--- src/rtl/deserializer_pkg.sv ---
// Shared definitions for the framed serial link receive side: FSM states and default word width.
package deserializer_pkg;
    localparam int DEF_DATA_WIDTH = 8;

    typedef enum logic [1:0] {
        RESYNC = 2'd0,
        IDLE   = 2'd1,
        SHIFT  = 2'd2
    } state_t;
endpackage

--- src/rtl/deserializer_if.sv ---
// Serial line plus valid/ready parallel port of the deserializer.
// frame_error exists only when FRAME_ERR_EN is defined.
interface deserializer_if import deserializer_pkg::*; #(
    parameter int DATA_WIDTH = DEF_DATA_WIDTH
);
    logic                  serial_in;
    logic                  frame_in;
    logic [DATA_WIDTH-1:0] data_out;
    logic                  valid;
    logic                  ready;
    logic                  overrun;
    logic                  busy;
`ifdef FRAME_ERR_EN
    logic                  frame_error;
`endif

    modport slave (
        input  serial_in, frame_in, ready,
        output data_out, valid, overrun, busy
`ifdef FRAME_ERR_EN
        , frame_error
`endif
    );

    modport master (
        output serial_in, frame_in, ready,
        input  data_out, valid, overrun, busy
`ifdef FRAME_ERR_EN
        , frame_error
`endif
    );
endinterface

--- src/rtl/deserializer_word_hold.sv ---
// Valid/ready holding register for completed words; a word arriving while the
// previous one is still unconsumed is dropped and flagged with a one-cycle overrun.
module word_hold_reg import deserializer_pkg::*; #(
    parameter int DATA_WIDTH = DEF_DATA_WIDTH
) (
    input  logic                  clock,
    input  logic                  reset,
    input  logic                  i_load,
    input  logic [DATA_WIDTH-1:0] i_word,
    input  logic                  i_ready,
    output logic [DATA_WIDTH-1:0] o_data,
    output logic                  o_valid,
    output logic                  o_overrun
);
    logic [DATA_WIDTH-1:0] r_data;
    logic                  r_valid;
    logic                  r_overrun;

    always_ff @(posedge clock or posedge reset) begin
        if (reset) begin
            r_data    <= '0;
            r_valid   <= 1'b0;
            r_overrun <= 1'b0;
        end else begin
            r_overrun <= 1'b0;
            if (i_load) begin
                // Same-cycle consume frees the slot, so the new word wins.
                if (!r_valid || i_ready) begin
                    r_data  <= i_word;
                    r_valid <= 1'b1;
                end else begin
                    r_overrun <= 1'b1;
                end
            end else if (r_valid && i_ready) begin
                r_valid <= 1'b0;
            end
        end
    end

    assign o_data    = r_data;
    assign o_valid   = r_valid;
    assign o_overrun = r_overrun;
endmodule

--- src/rtl/deserializer.sv ---
// Framed serial receiver: LSB-first bits qualified by frame_in are reassembled into words.
// Define FRAME_ERR_EN to get a one-cycle frame_error pulse on truncated frames.
module deserializer import deserializer_pkg::*; #(
    parameter int DATA_WIDTH   = DEF_DATA_WIDTH,
    parameter int COUNTER_SIZE = $clog2(DATA_WIDTH) + 1
) (
    input  logic           clock,
    input  logic           reset,
    deserializer_if.slave  bus
);
    localparam logic [COUNTER_SIZE-1:0] LAST_BIT = COUNTER_SIZE'(DATA_WIDTH - 1);

    state_t                  r_state;
    logic [COUNTER_SIZE-1:0] r_cnt;
    logic [DATA_WIDTH-1:0]   r_sreg;
    logic                    r_busy;
`ifdef FRAME_ERR_EN
    logic                    r_ferr;
`endif

    logic [DATA_WIDTH-1:0]   w_next;
    logic                    w_load;
    logic [DATA_WIDTH-1:0]   w_data;
    logic                    w_valid;
    logic                    w_overrun;

    assign w_next = {bus.serial_in, r_sreg[DATA_WIDTH-1:1]};
    // Completion is combinational so the word lands in the holding register on the last-bit edge.
    assign w_load = (r_state == SHIFT) && bus.frame_in && (r_cnt == LAST_BIT);

    always_ff @(posedge clock or posedge reset) begin
        if (reset) begin
            r_state <= RESYNC;
            r_cnt   <= '0;
            r_sreg  <= '0;
            r_busy  <= 1'b0;
`ifdef FRAME_ERR_EN
            r_ferr  <= 1'b0;
`endif
        end else begin
`ifdef FRAME_ERR_EN
            r_ferr <= 1'b0;
`endif
            case (r_state)
                RESYNC: begin
                    if (!bus.frame_in) r_state <= IDLE;
                end
                IDLE: begin
                    if (bus.frame_in) begin
                        r_sreg  <= w_next;
                        r_cnt   <= COUNTER_SIZE'(1);
                        r_state <= SHIFT;
                        r_busy  <= 1'b1;
                    end
                end
                SHIFT: begin
                    if (bus.frame_in) begin
                        r_sreg <= w_next;
                        r_cnt  <= w_load ? '0 : r_cnt + 1'b1;
                    end else begin
                        // Counter 0 here is the gap after a completed word, not a truncation.
                        r_cnt   <= '0;
                        r_state <= IDLE;
                        r_busy  <= 1'b0;
`ifdef FRAME_ERR_EN
                        r_ferr  <= (r_cnt != '0);
`endif
                    end
                end
                default: begin
                    r_state <= RESYNC;
                    r_cnt   <= '0;
                    r_busy  <= 1'b0;
                end
            endcase
        end
    end

    word_hold_reg #(.DATA_WIDTH(DATA_WIDTH)) u_hold (
        .clock     (clock),
        .reset     (reset),
        .i_load    (w_load),
        .i_word    (w_next),
        .i_ready   (bus.ready),
        .o_data    (w_data),
        .o_valid   (w_valid),
        .o_overrun (w_overrun)
    );

    assign bus.data_out = w_data;
    assign bus.valid    = w_valid;
    assign bus.overrun  = w_overrun;
    assign bus.busy     = r_busy;
`ifdef FRAME_ERR_EN
    assign bus.frame_error = r_ferr;
`endif
endmodule

--- src/flat_wrapper.sv ---
// flat-port wrapper written by rule: the top's interface ports become plain ports
module deserializer_flat import deserializer_pkg::*;
#(
    parameter int DATA_WIDTH   = DEF_DATA_WIDTH,
    parameter int COUNTER_SIZE = $clog2(DATA_WIDTH) + 1
)
  (clock, reset, bus_serial_in, bus_frame_in, bus_ready, bus_data_out, bus_valid, bus_overrun, bus_busy);
  deserializer_if #(.DATA_WIDTH(DATA_WIDTH)) bus_i ();
  input  logic clock;
  input  logic reset;
  input wire logic [$bits(bus_i.serial_in)-1:0] bus_serial_in;
  input wire logic [$bits(bus_i.frame_in)-1:0] bus_frame_in;
  input wire logic [$bits(bus_i.ready)-1:0] bus_ready;
  output wire logic [$bits(bus_i.data_out)-1:0] bus_data_out;
  output wire logic [$bits(bus_i.valid)-1:0] bus_valid;
  output wire logic [$bits(bus_i.overrun)-1:0] bus_overrun;
  output wire logic [$bits(bus_i.busy)-1:0] bus_busy;
  assign bus_i.serial_in = bus_serial_in;
  assign bus_i.frame_in = bus_frame_in;
  assign bus_i.ready = bus_ready;
  assign bus_data_out = bus_i.data_out;
  assign bus_valid = bus_i.valid;
  assign bus_overrun = bus_i.overrun;
  assign bus_busy = bus_i.busy;
  deserializer #(.DATA_WIDTH(DATA_WIDTH), .COUNTER_SIZE(COUNTER_SIZE)) u_core (.clock(clock), .reset(reset), .bus(bus_i));
endmodule
--- config.mk ---
export PLATFORM = sky130hd
export DESIGN_NAME = deserializer_flat
export DESIGN_NICKNAME = d
export VERILOG_FILES = /design/src/rtl/deserializer_pkg.sv /design/src/rtl/deserializer_if.sv /design/src/rtl/deserializer_word_hold.sv /design/src/rtl/deserializer.sv /design/src/flat_wrapper.sv
export SDC_FILE = /design/constraint.sdc
export NUM_CORES = 1
export LEC_CHECK = 0
export BUFFER_PORTS_ARGS = -buffer_cell sky130_fd_sc_hd__clkbuf_2
export CAP_MARGIN = 20
export CORE_MARGIN = 4
export CORE_UTILIZATION = 45
export DETAILED_ROUTE_END_ITERATION = 6
export PLACE_DENSITY = 0.65
export SETUP_SLACK_MARGIN = 0.3
export SLEW_MARGIN = 20
export SYNTH_ARGS = -nofsm -noshare
export SYNTH_HDL_FRONTEND = slang
export SYNTH_SLANG_ARGS = --single-unit
--- constraint.sdc ---
create_clock -name clock -period 3.7 [get_ports clock]
set_input_delay 0.37 -clock clock [delete_from_list [all_inputs] [get_ports clock]]
set_output_delay 0.37 -clock clock [all_outputs]
set_load 0.03 [all_outputs]
==> results.yml <==
status:
  status: "completed"
power_and_ir_drop:
  total_power_w: 0.000852
  p_leak_nw: 0.641
  ir_drop_mv: 0.487
  power.density_nw_per_um2: 673
logic_synthesis:
  syn_area_per_cell_um2: 13.3
  synthMuxAreaShare: 0.196
  synth-simple-area-share: 0.119
  synth_fa_ha_area_frac: 0.0558
  yosysUniqueCellTypes: 30
  syn_inst: 84
  synth_compound_area_frac: 0.0681
  yosysWarnings: 0
  syn-num-nets: 94
  synth_top_family_by_area: "multiplexers"
  syn_area_um2: 1120
  ys_seq_elements: 24
  synth-xor-area-share: 0
  seq_area_frac_synth: 0.536
global_routing:
  grt_busiest_layer: "met2"
  met1_usage: 0.157
  grt_overflow_total: 0
  grt_pass1_vias: 697
  grt_max_degree: 25
  grt_pass1_wl_um: 3150
  grt_antenna_before_repair: 0
  grtUsageMet3: 0.0312
  met2_usage: 0.195
  track_usage: 0.122
place:
  gp_congestion: 0.846
  io_buffers: 15
  hpwl_um: 1330
floorplan:
  rows: 17
  ios: 16
  die_h_um: 57.9
  die_area_um2: 3350
  die_w_um: 57.9
  coreArea_um2: 2300
  start_util: 0.488
clock_network:
  clkTransAtPathRegs_ps: 140
  cts_tree: "yes"
  cts-root-buf: "clkbuf_4"
  htreeDepth: 1
  holdBufCountCts: 0
  postCtsResizedCells: 0
  cts_buffers: 3
  clk_path_buf_depth: 2
  cts_setup_buffers: 0
  clkLatencyLatePin_ps: 310
  clock_sinks: 24
sta:
  layout_min_cycle_time_ps: 1680
  fmax_ghz: 0.594
  fin_crit_sh: 0.455
  slew_viol_final: 0
  fin_worst_skew_ps: 6.48
  rsz0062_at_grt: "false"
  tns_ps: 0
  hold_violations: 0
  maxSlewHeadroom: 0.414
  tightest_slew_ps: 878
  hold_ws_ps: 199
  setup_viol: 0
cells_and_area:
  fin_util: 0.552
  final_layout_size_suffix_gt1_frac: 0.376
  diodes: 0
  fill_cells: 202
  final_cell_mix: "dfrtp_1 (24), clkbuf_2 (15), mux2_4 (8), mux2_2 (8)"
  final_nets: 112
  final_common_cell: "dfrtp_1"
  syn_to_final_growth_pct: 13.1
critical_path:
  crit_required_ps: 3920
  cp-end-kind: "flip-flop"
  critical_path_class: "reg2reg"
  critPathLaunchType: "flip-flop"
  cp.arrival_ps: 1910
  worstPathMaxFanout: 6
detailed_routing:
  wl_um: 1750
  drcViolationCount: 0
  drt-initial-drc-count: 5
  num_vias: 678
  viasPerCell: 5.26
  avgRoutedWirePerCell_um: 13.6
  dr.pass1.iters: 2
  ant_nets: 0
job:
  maxCapViolCount: 0
worst_hold_path:
  hold_class: "in2async"
flip-flops by register name, indices dropped and copies added (netlist names):
register	flops
u_core.u_hold.o_data	8
u_core.r_sreg	7
u_core.r_state	2
u_core.u_hold.o_valid	1
u_core.bus.busy	1
u_core.r_cnt	4
u_core.u_hold.o_overrun	1
layer usage:
layer	wire length (um)	up-vias
met5	0	-
met4	24	0
met3	81	4
met2	794	13
met1	852	323
li1	-	338
final timing paths:
kind | start | end | slack (ps) | cells after the start
worst max-delay path | u_core.r_state[0] | u_core.r_cnt[3] | 2020 | 5
worst min-delay path | reset | u_core.r_state[0] | 200 | 2
worst max register to register | u_core.r_state[0] | u_core.r_cnt[3] | 2020 | 5
worst min register to register | u_core.r_sreg[1] | u_core.u_hold.o_data[0] | 530 | 1
max in group asynchronous | reset | u_core.r_sreg[2] | 2960 | 2
min in group clock | bus_serial_in | u_core.u_hold.o_data[7] | 300 | 2
worst max-delay path: stages (launching register included):
cell and delay (ps):
dfrtp_1 460, inv_1 90, ha_1 370, and3_1 200, a211o_1 280, a21o_2 200
power breakdown:
group / total (W) / switching (W) / internal [W]
Combinational: 0.000287 / 0.000142 / 0.000145
Sequential: 0.000377 / 0.0000500 / 0.000327
Clock: 0.000189 / 0.0000792 / 0.000109
Total: 0.000852 / 0.000271 / 0.000581
final cells by class:
type,instances,area (um2),area share
clock inverters,1,30.0,0.0237
flip-flops and latches,24,601,0.474
repair buffers,15,75.1,0.0592
multi-input cells,55,493,0.389
inverters,3,11.3,0.00888
clock buffers,3,22.5,0.0178
well taps,28,35.0,0.0276
through the flow:
| step | setup WS (ps) | cell area, um2 | cells |
|---|---|---|---|
| final | 2020 | 1270 | 129 |
| after floorplan | 2140 | 1120 | 84 |
| after global placement | 2040 | 1210 | 125 |
| after detailed placement | 2030 | 1210 | 125 |
| after CTS | 2010 | 1270 | 129 |
| after global routing | 1910 | 1270 | 129 |
logic make-up after synthesis:
family | after synthesis
flops | 24
simple gates | 22
mux | 17
compound gates | 11
buf+inv | 5
fa+ha+maj | 5
Yosys cell counts, drive strengths merged:
| cell | instances | area share |
|---|---|---|
| dfrtp | 24 | 0.54 |
| mux2 | 16 | 0.19 |
| ha | 5 | 0.056 |
| nand2 | 5 | 0.017 |
| inv | 3 | 0.010 |
| nor2 | 3 | 0.010 |
| a21oi | 2 | 0.0089 |
| buf | 2 | 0.015 |
| nand2b | 2 | 0.011 |
| nand3 | 2 | 0.0089 |
| nand4b | 2 | 0.016 |
| o21ai | 2 | 0.0089 |
| a211o | 1 | 0.0078 |
| a211oi | 1 | 0.0067 |
| a21o | 1 | 0.0078 |
| a221oi | 1 | 0.0078 |
| a2bb2oi | 1 | 0.0078 |
| and3 | 1 | 0.0056 |
| and3b | 1 | 0.0078 |
| and4 | 1 | 0.010 |
| and4b | 1 | 0.0089 |
| mux2i | 1 | 0.0089 |
| nor2b | 1 | 0.0056 |
| nor4 | 1 | 0.0056 |
| o22ai | 1 | 0.0056 |
| o31ai | 1 | 0.0067 |
| or2 | 1 | 0.0056 |
| or3b | 1 | 0.0078 |
No activity file was read; power rests on OpenSTA's default activity.
